<file path="src/rtl/pe_result_accumulator.sv">
// Receive-side accumulator for the adder-PE array: re-times issue valid/last to the PE output,
// sums one output pixel with bias and saturation, and queues finished pixels behind valid/ready.

module pe_result_accumulator_chk #(
   parameter int CNT_W     = 3,
   parameter int OUT_DEPTH = 4
) (
   input  logic             clk,
   input  logic             nrst,
   input  logic             push_req,
   input  logic             pop,
   input  logic [CNT_W-1:0] count
);

   // A finished pixel must never arrive at a full FIFO unless the head leaves in the same cycle.
   a_push_into_full: assert property (@(posedge clk) disable iff (!nrst)
      (push_req && (count == CNT_W'(OUT_DEPTH))) |-> pop);

   a_count_bound: assert property (@(posedge clk) disable iff (!nrst)
      count <= CNT_W'(OUT_DEPTH));

endmodule

module pe_result_accumulator #(
   parameter int PE_DATA_W  = 14,
   parameter int PE_LATENCY = 7,
   parameter int ACC_W      = 24,
   parameter int OUT_DEPTH  = 4
) (
   input  logic                        clk,
   input  logic                        nrst,
   input  logic                        issue_vld,
   input  logic                        issue_last,
   output logic                        issue_rdy,
   input  logic signed [ACC_W-1:0]     bias,
   input  logic signed [PE_DATA_W-1:0] pe_result,
   output logic signed [ACC_W-1:0]     out_data,
   output logic                        out_vld,
   input  logic                        out_rdy,
   output logic                        sat_flag
);

   localparam int PTR_W = $clog2(OUT_DEPTH);
   localparam int CNT_W = PTR_W + 1;
   localparam int INF_W = $clog2(OUT_DEPTH + PE_LATENCY + 1) + 1;
   localparam logic [ACC_W-1:0] ACC_MIN_C = {1'b1, {(ACC_W-1){1'b0}}};
   localparam logic [ACC_W-1:0] ACC_MAX_C = {1'b0, {(ACC_W-1){1'b1}}};

   typedef enum logic [0:0] {
      IDLE = 1'b0,
      RUN  = 1'b1
   } state_t;

   // Returns {neg_saturated, clamped_sum}.
   function automatic logic [ACC_W:0] sat_add(input logic [ACC_W-1:0] a,
                                              input logic [PE_DATA_W-1:0] p);
      logic [ACC_W:0] wide;
      wide = {a[ACC_W-1], a} + {{(ACC_W+1-PE_DATA_W){p[PE_DATA_W-1]}}, p};
      if (wide[ACC_W] != wide[ACC_W-1]) begin
         if (wide[ACC_W]) begin
            sat_add = {1'b1, ACC_MIN_C};
         end else begin
            sat_add = {1'b0, ACC_MAX_C};
         end
      end else begin
         sat_add = {1'b0, wide[ACC_W-1:0]};
      end
   endfunction

   function automatic logic [INF_W-1:0] count_ones(input logic [PE_LATENCY-1:0] vec);
      count_ones = '0;
      for (int i = 0; i < PE_LATENCY; i++) begin
         count_ones = count_ones + INF_W'(vec[i]);
      end
   endfunction

   logic [PE_LATENCY-1:0] vld_sr_r, last_sr_r;
   logic [PE_LATENCY-1:0] vld_sr_nxt_s, last_sr_nxt_s;
   logic                  d_vld_s, d_last_s;
   state_t                state_r, state_nxt_s;
   logic [ACC_W-1:0]      acc_r, acc_nxt_s, base_s, push_data_s;
   logic [ACC_W:0]        sum_pack_s;
   logic                  push_req_s, sat_hit_s, sat_flag_r;

   logic [ACC_W-1:0]      mem_r [OUT_DEPTH];
   logic [PTR_W-1:0]      wr_ptr_r, rd_ptr_r, wr_ptr_nxt_s, rd_ptr_nxt_s;
   logic [CNT_W-1:0]      count_r, count_nxt_s, remaining_s;
   logic                  pop_s, full_s, push_ok_s, head_from_push_s;
   logic [ACC_W-1:0]      head_nxt_s, out_data_r;
   logic                  out_vld_r, issue_rdy_r;
   logic [INF_W-1:0]      credit_use_s;

   // Beat k on the issue side lines up with pe_result exactly PE_LATENCY cycles later.
   always_comb begin
      vld_sr_nxt_s  = {vld_sr_r[PE_LATENCY-2:0], issue_vld};
      last_sr_nxt_s = {last_sr_r[PE_LATENCY-2:0], issue_vld && issue_last};
      d_vld_s       = vld_sr_r[PE_LATENCY-1];
      d_last_s      = last_sr_r[PE_LATENCY-1];
   end

   // Pixel sequencing: first beat adds bias, last beat pushes the finished sum.
   always_comb begin
      state_nxt_s = state_r;
      acc_nxt_s   = acc_r;
      push_req_s  = 1'b0;
      sat_hit_s   = 1'b0;
      base_s      = acc_r;
      if (state_r == IDLE) begin
         base_s = bias;
      end else begin
         base_s = acc_r;
      end
      sum_pack_s  = sat_add(base_s, pe_result);
      push_data_s = sum_pack_s[ACC_W-1:0];
      if (d_vld_s) begin
         sat_hit_s = sum_pack_s[ACC_W];
         case (state_r)
            IDLE: begin
               if (d_last_s) begin
                  push_req_s = 1'b1;
               end else begin
                  acc_nxt_s   = sum_pack_s[ACC_W-1:0];
                  state_nxt_s = RUN;
               end
            end
            RUN: begin
               if (d_last_s) begin
                  push_req_s  = 1'b1;
                  state_nxt_s = IDLE;
               end else begin
                  acc_nxt_s = sum_pack_s[ACC_W-1:0];
               end
            end
            default: begin
               state_nxt_s = IDLE;
            end
         endcase
      end else begin
         state_nxt_s = state_r;
      end
   end

   // Delay lines, accumulator, FSM state and sticky saturation flag.
   always_ff @(posedge clk or negedge nrst) begin
      if (!nrst) begin
         vld_sr_r   <= '0;
         last_sr_r  <= '0;
         state_r    <= IDLE;
         acc_r      <= '0;
         sat_flag_r <= 1'b0;
      end else begin
         vld_sr_r   <= vld_sr_nxt_s;
         last_sr_r  <= last_sr_nxt_s;
         state_r    <= state_nxt_s;
         acc_r      <= acc_nxt_s;
         sat_flag_r <= sat_flag_r || sat_hit_s;
      end
   end

   // FIFO bookkeeping; the output register is loaded with next cycle's head directly.
   always_comb begin
      pop_s            = out_vld_r && out_rdy;
      full_s           = (count_r == CNT_W'(OUT_DEPTH));
      push_ok_s        = push_req_s && (!full_s || pop_s);
      count_nxt_s      = count_r + CNT_W'(push_ok_s) - CNT_W'(pop_s);
      remaining_s      = count_r - CNT_W'(pop_s);
      rd_ptr_nxt_s     = rd_ptr_r + PTR_W'(pop_s);
      wr_ptr_nxt_s     = wr_ptr_r + PTR_W'(push_ok_s);
      head_from_push_s = push_ok_s && (remaining_s == '0);
      if (head_from_push_s) begin
         head_nxt_s = push_data_s;
      end else begin
         head_nxt_s = mem_r[rd_ptr_nxt_s];
      end
      // Credits cover results already queued plus every last beat still in the PE pipe.
      credit_use_s = INF_W'(count_nxt_s) + count_ones(last_sr_nxt_s);
   end

   // FIFO storage, pointers, registered head and registered credit.
   always_ff @(posedge clk or negedge nrst) begin
      if (!nrst) begin
         for (int i = 0; i < OUT_DEPTH; i++) begin
            mem_r[i] <= '0;
         end
         wr_ptr_r    <= '0;
         rd_ptr_r    <= '0;
         count_r     <= '0;
         out_vld_r   <= 1'b0;
         out_data_r  <= '0;
         issue_rdy_r <= 1'b1;
      end else begin
         if (push_ok_s) begin
            mem_r[wr_ptr_r] <= push_data_s;
         end
         wr_ptr_r    <= wr_ptr_nxt_s;
         rd_ptr_r    <= rd_ptr_nxt_s;
         count_r     <= count_nxt_s;
         out_vld_r   <= (count_nxt_s != '0);
         out_data_r  <= head_nxt_s;
         issue_rdy_r <= (credit_use_s < INF_W'(OUT_DEPTH));
      end
   end

   assign out_data  = out_data_r;
   assign out_vld   = out_vld_r;
   assign issue_rdy = issue_rdy_r;
   assign sat_flag  = sat_flag_r;

   pe_result_accumulator_chk #(
      .CNT_W     (CNT_W),
      .OUT_DEPTH (OUT_DEPTH)
   ) u_chk (
      .clk      (clk),
      .nrst     (nrst),
      .push_req (push_req_s),
      .pop      (pop_s),
      .count    (count_r)
   );

endmodule

</file>
<file path="config.mk">
export PLATFORM = sky130hd
export DESIGN_NAME = pe_result_accumulator
export DESIGN_NICKNAME = d
export VERILOG_FILES = /design/src/rtl/pe_result_accumulator.sv
export SDC_FILE = /design/constraint.sdc
export NUM_CORES = 1
export LEC_CHECK = 0
export ABC_AREA = 1
export ABC_CLOCK_PERIOD_IN_PS = 5100
export CAP_MARGIN = 20
export CORE_UTILIZATION = 35
export CTS_CLUSTER_SIZE = 40
export DETAILED_ROUTE_END_ITERATION = 8
export GPL_ROUTABILITY_DRIVEN = 0
export GPL_TIMING_DRIVEN = 0
export MAX_ROUTING_LAYER = met4
export SLEW_MARGIN = 10
export SYNTH_ARGS = -nofsm -noshare
export SYNTH_HDL_FRONTEND = slang
export SYNTH_SLANG_ARGS = --single-unit
export TNS_END_PERCENT = 50
</file>
<file path="constraint.sdc">
create_clock -name clk -period 5.1 [get_ports clk]
set_clock_uncertainty 0.15 [all_clocks]
set_input_delay 0.51 -clock clk [delete_from_list [all_inputs] [get_ports clk]]
set_output_delay 0.51 -clock clk [all_outputs]
set_load 0.02 [all_outputs]
</file>
---- Word-level counts from Yosys, hierarchy flattened ----
Index checks and enable logic that the tools add are counted.
storage, ports and cells
  bits of input ports ..................... 43
  register bits after elaboration ......... 169
cells by class
  bitwise operators ....................... 3
  multiplexer cells ....................... 15
  add/sub/neg operators ................... 13
  order comparisons ....................... 4
  equality and inequality tests ........... 2
  reduce and logical (&&, ||, !) cells .... 11
operators by type and width
  cell                                                count
  two-way mux 24 bit                                  6
  bitwise mux 96 bit                                  1
  two-way mux 25 bit                                  2
  binary-select mux 24 bit (select 2 bit)             1
  demux 24 bit (select 2 bit)                         1
  adder 24 x 14 -> 25 bit                             1
  adder 5 x 1 -> 5 bit                                2
  >= comparator 3 bit, second input constant          2
  NOT 2 -> 3 bit                                      2
  subtractor 3 x 1 -> 3 bit                           2
  adder 3 x 5 -> 5 bit                                1
  adder 4 x 1 -> 5 bit                                1
  logical AND 1 bit                                   5
  < comparator 5 x 3 -> 1 bit, second input constant  1
  adder 2 x 1 -> 2 bit                                2
  adder 3 x 1 -> 4 bit                                1
  two-way mux 1 bit                                   4
  adder 2 x 1 -> 3 bit                                1
  adder 3 x 1 -> 3 bit                                1
  == test 3 bit, second input constant                1
  zero test 3 bit                                     1
  < comparator 3 x 1 -> 1 bit, second input constant  1
  nonzero test 3 bit                                  1
  adder 1 x 1 -> 2 bit                                1
  5 further kinds                                     6

---- Logic depth before layout (Yosys ltp) ----
Gate-level depths: netlist of the first run.
  depth after elaboration ................. 9
  mapped depth ............................ 25
  mapped depth without buffers ............ 22

---- Worst setup path before layout of the first run ----
No wires, ideal clock.
  path kind ............................... reg2reg
  start point ............................. register state_r
  end point ............................... register mem_r[88] (netlist bit)
  data required time ...................... 4.833 ns
  period minus slack after synthesis ...... 3.758 ns
  path slack .............................. 1.342 ns
  arrival ................................. 3.491 ns
  cell stages (with the launch flop) ...... 24
  path buffers ............................ 4
  cell sequence ........................... dfrtp_1 clkbuf_1 clkinv_1 clkbuf_1 nand2_1 nand2_1 ha_1 nand2_1 inv_1 a21oi_1 nand2_1 nand2_1 nand3_1 nand2_1 nand2_1 xor2_1 ha_1 clkbuf_1 clkinv_1 nand2_4 buf_12 nand2_8 nand2_1 nand2_1
on the way
  word-level cells in the longest chain between the ends .. 5
ends and longest elaborated chain
  item                                                 line    source
  from (decl)                                          80      state_t state_r, state_nxt_s;
  from (signal assigned)                               154     state_r <= state_nxt_s;
  two-way mux 24 bit *                                 108     if (state_r == IDLE) begin
  adder 24 x 14 -> 25 bit *                            58      wide = {a[ACC_W-1], a} + {{(ACC_W+1-PE_DATA_W){p[PE_DATA_W-1]}}, p};
  two-way mux 25 bit or != test 1 bit (tied branches)  60, 59
  two-way mux 25 bit *                                 59      if (wide[ACC_W] != wide[ACC_W-1]) begin
  bitwise mux 96 bit *                                 193     mem_r[wr_ptr_r] <= push_data_s;
  to (signal, indexed assignment)                      193
  to (decl)                                            85      logic [ACC_W-1:0] mem_r [OUT_DEPTH];
Every way passes the cells marked *; elsewhere a longest branch is shown, timed or not.
A chain may end at the register's enable or synchronous reset.

---- Worst setup path after layout of the first run ----
  start point ............................. register state_r
  end point ............................... register out_data_r[10], in the netlist out_data[10]
on the way
  word-level cells in the longest chain between the ends .. 5
ends and longest elaborated chain
  item                                                 line    source
  two-way mux 24 bit *                                 108
  adder 24 x 14 -> 25 bit *                            58
  two-way mux 25 bit or != test 1 bit (tied branches)  60, 59
  two-way mux 25 bit *                                 59
  two-way mux 24 bit *                                 170     if (head_from_push_s) begin
  net head_nxt_s[10]                                   89      logic [ACC_W-1:0] head_nxt_s, out_data_r;
  to (signal assigned)                                 199     out_data_r <= head_nxt_s;
  to (decl)                                            89
Mark *: on every way through the listed nets, which the timed path passes. The rest lies on a longest branch.

==> results.txt, run 1 <==
ys flop type = dfrtp_1
placed cells = 1,785
Avg WL per Cell = 14.23 µm
effective utilization at floorplan = 35.92%
top post-synthesis cells by count = 792 x nand2_1, 168 x dfrtp_1, 97 x inv_1
clock group share of total power = 17.1%
Die H = 169.0 µm
worst hold-check path type = register to register
Mapped Cells = 1,343
P&R area growth vs syn = 18.75%
Seq pwr share = 27.8%
asr flop ratio synth = 100.0%
leakage power = 6.389 nW
reg2reg path depth = 24
Net Sw Frac = 47.50%
DRT Wirelength = 25,900 µm
net count after synthesis = 1,427
clock slew at reported path FFs = 0.08 ns
Max Root-Sink Buffers = 2
TritonCTS clock tree = yes
Post-Synth XOR/XNOR Area = 0.6281%
# fillers = 2,813
Clk Latency, worst-skew pair = 0.44 ns
Yosys warning count = 0
Crit Path Class = register to register
CTS Root Cell = clkbuf_16
GRT overflow = 0
synthesized area per cell = 7.268 µm²
pin count of the biggest net entering global routing = 101
Yosys top cell area share = 43.07%
ant diodes = 0
Min Clock Period, post-route = 4.737 ns
die width = 169.0 µm
HPWL after DPL = 18,710 µm
crit path launch type = register
hold depth = 0
sequential cell area fraction in the yosys report = 43.34%
Slew headroom = 44.62%
GRT Overall Usage = 19.78%
Hold Fails Final Rpt = 0
Arr. time, crit path = 4.96 ns
Required @ worst endpoint = 5.32 ns
most numerous cell in the Yosys netlist = nand2_1
number of CTS-inserted buffers = 17
first-pass GRT wire length = 42,480 µm
EDFF count, synth = 0
Post-DRT Antenna Nets = 0
Final Slew Violations = 0
max-capacitance violation count = 0
vias in the first global route = 8,137
post-synthesis mux area share = 2.756%
Setup-failing EPs final = 0
Distinct cells, synth = 39
Placeable Area = 27,180 µm²
Synth Area in Compound Gates = 2.295%
first drt pass iteration count = 8
number of remaining DRC errors = 0
Layout Nets = 1,519
fmax = 0.2111 GHz
pwr/cell area = 665.7 nW/µm²
RSZ-0062 raised after global routing = false
initial antenna violation count = 0
Synth area leaders = dfrtp_1 43%, nand2_1 30%, ha_1 4.6%, inv_1 3.7%, mux2_2 2.7%
clock sink count = 169
Vias/cell = 4.668
Synth area leader = dfrtp_1
Non-Filler Instances = 1,820
multi-input logic area = 4932 µm²
Sequential Area = 4230 µm²
count of input and output buffers = 69
Crit Path Max Fanout = 10
final period utilization = 92.87%
# IOs = 70
Crit. End Element = register
# H-tree levels = 4
Post-Synth Simple-Gate Area = 39.21%
die area = 28,560 µm²
Mapped Area = 9761 µm²
Overall Power = 0.007716 W
DR vias = 8,496
Worst Max-Slew Pin Slew = 0.8278 ns
largest family of logic cells by synthesized area = simple AND/OR/NAND/NOR gates
Iter 0 DRT Violations = 596
status = complete, no violations
Internal Power = 0.004051 W
Peak VDD IR = 0.3999 mV
Synth Register Bits = 169
share of cells above drive strength 1 = 8.080%
row count = 60
combinational fraction of design power = 55.1%
Adder-Cell Fraction of Synth Area = 5.640%
Switch Pwr = 0.003665 W
-- path summary, 6_finish.rpt --
check,start,to,slack (ns)
worst max-delay path,state_r$_DFFE_PN0P_,out_data[10]$_DFF_PN0_,0.36
worst min-delay path,vld_sr_r[1]$_DFF_PN0_,vld_sr_r[2]$_DFF_PN0_,0.20
worst max register to register,state_r$_DFFE_PN0P_,out_data[10]$_DFF_PN0_,0.36
worst min register to register,vld_sr_r[1]$_DFF_PN0_,vld_sr_r[2]$_DFF_PN0_,0.20
max in group asynchronous,nrst,mem_r[33]$_DFFE_PN0P_,3.44
min in group asynchronous,nrst,out_data[20]$_DFF_PN0_,0.47
-- per-layer routing --
layer | global-route usage (%) | routed length (µm) | up-vias
met5 | - | 0 | -
met2 | 31.32 | 11920 | 188
li1 | - | - | 4268
met1 | 26.52 | 12550 | 4019
met3 | 3.180 | 1036 | 21
met4 | 4.779 | 393 | 0
-- worst max-delay path, cell delays in order (launching register included) --
cell,delay [ns]
dfrtp_1,0.32
clkbuf_1,0.25
clkinv_1,0.31
clkbuf_1,0.30
nand2_1,0.11
nand2_1,0.08
ha_1,0.35
nand2_1,0.15
inv_1,0.05
a21oi_1,0.28
nand2_1,0.09
nand2_1,0.09
nand3_1,0.10
nand2_1,0.08
nand2_1,0.06
xor2_1,0.17
ha_1,0.29
clkbuf_1,0.38
clkinvlp_4,0.24
buf_4,0.18
a21oi_1,0.09
o21ai_0,0.18
nand2_4,0.18
nand2_1,0.07
nand2_1,0.12
-- power by group through the flow --
stage	Sequential (W)	Clock [W]	Combinational [W]
after floorplan	0.00220	0	0.00291
after global placement	0.00216	0	0.00415
after detailed placement	0.00216	0	0.00421
after CTS	0.00215	0.00134	0.00424
after global routing	0.00221	0.00140	0.00474
final	0.00215	0.00132	0.00425
-- cells by family (layout without fill, tap and decap cells) --
| logic type | count (synthesis) | count (layout) |
|---|---|---|
| AOI/OAI and AO/OA | 42 | 42 |
| xor gates and xnor gates | 7 | 7 |
| adders and majority gates | 41 | 41 |
| buffers and inverters | 148 | 253 |
| DFF | 169 | 169 |
| muxes | 24 | 24 |
| and+or+nand+nor | 912 | 912 |
-- state kept, by name, summed over array words and instances, names as in the netlist --
register   cells
out_data      24
vld_sr_r       7
acc_r         24
last_sr_r      7
wr_ptr_r       2
state_r        1
count_r        3
out_vld        1
issue_rdy      1
rd_ptr_r       2
sat_flag       1
mem_r         96
-- area by class of cell --
| type | instances | area share, % |
|---|---|---|
| inverter | 103 | 3.368 |
| clock buffer | 18 | 3.789 |
| sequential | 169 | 36.50 |
| tap | 372 | 4.016 |
| multi-input combinational | 1026 | 42.55 |
| buffer | 45 | 1.835 |
| timing repair buffer | 73 | 6.455 |
| clock inverter | 14 | 1.490 |
-- what timing repair did --
| action | CTS | global route |
|---|---|---|
| hold buffers | 1 | 0 |
| endpoints found under the setup margin | 0 | 121 |
| hold endpoints to repair | 68 | 0 |
| setup buffers | 0 | 2 |
| resized for setup | 0 | 3 |
-- stage by stage --
stage	worst slack, ns	instance area, µm²	util (%)	hold WS [ns]	TNS [ns]
after floorplan	1.342	9761	-	0.06441	0
after global placement	-3.947	10920	40.17	0.1811	-660.77
after detailed placement	0.2664	10950	40.29	0.1855	0
after CTS	0.2273	11570	42.58	0.1956	0
after global routing	0.01140	11590	42.65	0.2009	0
final	0.3635	11590	42.65	0.1963	0
-- cells in the final DEF, fill, tap and decap left out, types with 4 or more instances in the layout --
cell type	instances
a21oi_1	19
buf_2	12
clkbuf_1	27
clkbuf_16	17
clkdlybuf4s50_1	68
clkinv_8	5
dfrtp_1	168
fa_1	5
ha_1	36
inv_1	97
inv_8	5
mux2_2	23
nand2_1	792
nand2_2	8
nand2_4	11
nand2_8	10
nand3_1	32
nand3b_1	5
nand4_1	8
nor2_1	30
nor2_4	4
o21ai_0	18
xor2_1	6
(Power assumes the default switching activity.)
==> run 2: changes to the inputs <==
--- a/config.mk
+++ b/config.mk
@@ -14,6 +14,7 @@
 export GPL_ROUTABILITY_DRIVEN = 0
 export GPL_TIMING_DRIVEN = 0
 export MAX_ROUTING_LAYER = met4
+export SKIP_LAST_GASP = 1
 export SLEW_MARGIN = 10
 export SYNTH_ARGS = -nofsm -noshare
 export SYNTH_HDL_FRONTEND = slang
==> results of run 2 <==
Same layout as run 1: the final DEF is identical, and so are final timing and power.
==> run 3: changes to the inputs <==
--- a/config.mk
+++ b/config.mk
@@ -15,7 +15,7 @@
 export GPL_TIMING_DRIVEN = 0
 export MAX_ROUTING_LAYER = met4
 export SKIP_LAST_GASP = 1
-export SLEW_MARGIN = 10
+export SLEW_MARGIN = 20
 export SYNTH_ARGS = -nofsm -noshare
 export SYNTH_HDL_FRONTEND = slang
 export SYNTH_SLANG_ARGS = --single-unit
==> run 3 against run 2 <==
Fmax grew 1.0%. Die area stayed put. Sequential power about the same. Routed wire length fell by 0.17%.
==> results.txt, run 3 (synthesis gave the netlist of run 1 again) <==
clock slew at reported path FFs = 0.07 ns (about the same)
fmax = 0.2133 GHz (+1.0%)
Clk Latency, worst-skew pair = 0.45 ns (about the same)
initial antenna violation count = 0 (unchanged)
R2R Setup Slk = 0.41 ns (+0.05 ns)
Min Clock Period, post-route = 4.688 ns (-0.04824 ns)
max reg flops = 96 (unchanged)
Min-Delay Endpoint = vld_sr_r[2]$_DFF_PN0_
first-pass GRT wire length = 42,180 µm (-0.70%)
hold depth = 0 (unchanged)
Arr. time, crit path = 4.91 ns (-0.05 ns)
count of input and output buffers = 69 (unchanged)
Reg with most FFs = mem_r
min-delay src = vld_sr_r[1]$_DFF_PN0_
CTS Root Cell = clkbuf_16
Non-Filler Instances = 1,820 (unchanged)
number of remaining DRC errors = 0 (unchanged)
DR vias = 8,468 (-0.33%)
crit path launch type = register
most frequent cells in the layout = 792 x nand2_1, 168 x dfrtp_1, 97 x inv_1
Crit. End Element = register
first drt pass iteration count = 5 (-3)
clock sink count = 169 (unchanged)
effective utilization at floorplan = 35.92% (unchanged)
fin worst setup slack = 0.4117 ns (+0.04824 ns)
Post-Place Worst Slack = 0.2735 ns (+0.007082 ns)
Required @ worst endpoint = 5.33 ns (about the same)
Peak VDD IR = 0.2913 mV (-27%)
Avg WL per Cell = 14.21 µm (-0.17%)
# H-tree levels = 4 (unchanged)
final period utilization = 91.93% (-0.95 points)
Slew headroom = 41.58% (-3.0 points)
die area = 28,560 µm² (unchanged)
pin count of the biggest net entering global routing = 92 (-8.9%)
share of cells above drive strength 1 = 8.080% (unchanged)
# IOs = 70 (unchanged)
max-capacitance violation count = 0 (unchanged)
ant diodes = 0 (unchanged)
Crit Path Class = register to register
most common cell after layout, fill and taps aside = nand2_1
die width = 169.0 µm (unchanged)
leakage power = 6.389 nW (about the same)
Iter 0 DRT Violations = 662 (+11%)
Vias/cell = 4.653 (-0.33%)
Placeable Area = 27,180 µm² (unchanged)
Max Root-Sink Buffers = 2 (unchanged)
row count = 60 (unchanged)
GRT Overall Usage = 19.69% (-0.090 points)
Worst Max-Slew Pin Slew = 0.8734 ns (+0.04554 ns)
status = complete, no violations
TritonCTS clock tree = yes
number of CTS-inserted buffers = 17 (unchanged)
Die H = 169.0 µm (unchanged)
Hold Fails Final Rpt = 0 (unchanged)
pwr/cell area = 664.6 nW/µm² (-0.17%)
worst r2r src = state_r$_DFFE_PN0P_
reg2reg path depth = 24 (unchanged)
Layout Nets = 1,519 (unchanged)
placed cells = 1,785 (unchanged)
worst hold-check path type = register to register
HPWL after DPL = 18,760 µm (+0.27%)
GRT overflow = 0 (unchanged)
Setup-failing EPs final = 0 (unchanged)
vias in the first global route = 7,996 (-1.7%)
Crit Path Max Fanout = 10 (unchanged)
terminus of the critical flop-to-flop path = out_data[12]$_DFF_PN0_
Final Slew Violations = 0 (unchanged)
DRT Wirelength = 25,860 µm (-0.17%)
Post-DRT Antenna Nets = 0 (unchanged)
P&R area growth vs syn = 18.68% (about the same)
## run 3: cell count changes in the layout (fill, tap and decap cells not counted)
cell / previous run / this run
inv_8: 5 / 8
clkinv_8: 5 / 3
inv_6: 3 / 2
## run 3: area by class of cell
type | instances | area [µm²]
fillers | 2815 | 15590
multi-input cells | 1026 | 4932
flip-flops and latches | 169 | 4230
repair buffers | 73 | 748.2
well taps | 372 | 465.4
clock buffers | 18 | 439.2
inverters | 103 | 390.4
plain buffers | 45 | 212.7
clock inverters | 14 | 165.2
## run 3: power breakdown
| group | internal (W) | switching [W] | total (W) |
|---|---|---|---|
| clock | 0.000679 | 0.000635 | 0.00131 |
| sequential | 0.00188 | 0.000264 | 0.00215 |
| combinational | 0.00149 | 0.00275 | 0.00424 |
## run 3: layer usage
| metal | track usage [%] | vias to the layer above | routed length, µm |
|---|---|---|---|
| li1 | - | 4277 | - |
| met1 | 26.74 | 3967 | 12330 |
| met2 | 30.56 | 193 | 11850 |
| met3 | 2.572 | 31 | 1208 |
| met4 | 6.189 | 0 | 462 |
| met5 | - | - | 0 |
## run 3: worst max path at each step
stage	start	endpoint	slack (ns)	depth (start not counted)
after detailed placement	state_r$_DFFE_PN0P_	out_data[13]$_DFF_PN0_	0.27	23
after global placement	nrst	acc_r[6]$_DFFE_PN0P_	-3.95	1
after global routing	state_r$_DFFE_PN0P_	out_data[12]$_DFF_PN0_	-0.001	24
final	state_r$_DFFE_PN0P_	out_data[12]$_DFF_PN0_	0.41	24
after floorplan	state_r$_DFFE_PN0P_	mem_r[88]$_DFFE_PN0P_	1.34	23
after CTS	state_r$_DFFE_PN0P_	out_data[13]$_DFF_PN0_	0.24	23
## run 3: repair_timing
action                                  4_1_cts  5_1_grt
endpoints found under the setup margin        0      136
gates resized for setup                       0        3
hold buffers                                  1        0
setup buffers                                 0        2
endpoints found under the hold margin        89        0
## run 3: metrics by stage
step,util (%),hold slack [ns],setup TNS (ns),cell area (µm²),power [W]
6_report,42.62,0.1983,0,11580,0.007698
4_1_cts,42.55,0.1977,0,11560,0.007727
3_5_place_dp,40.29,0.1855,0,10950,0.006369
3_3_place_gp,40.17,0.1811,-660.77,10920,0.006313
5_1_grt,42.62,0.2005,-0.001116,11580,0.008345
2_1_floorplan,-,0.06441,0,9761,0.005110
## run 3: critical path, stage by stage, from the launching register on
cell and delay, ns:
dfrtp_1 0.32, clkbuf_1 0.24, clkinv_1 0.29, clkbuf_1 0.30
nand2_1 0.11, nand2_1 0.08, ha_1 0.35, nand2_1 0.16
inv_1 0.05, a21oi_1 0.30, nand2_1 0.09, nand2_1 0.10
nand3_1 0.10, nand2_1 0.08, nand2_1 0.06, xor2_1 0.17
ha_1 0.29, clkbuf_1 0.36, clkinvlp_4 0.17, buf_4 0.19
a21oi_1 0.10, o21ai_0 0.19, nand2_4 0.19, nand2_1 0.06
nand2_1 0.10
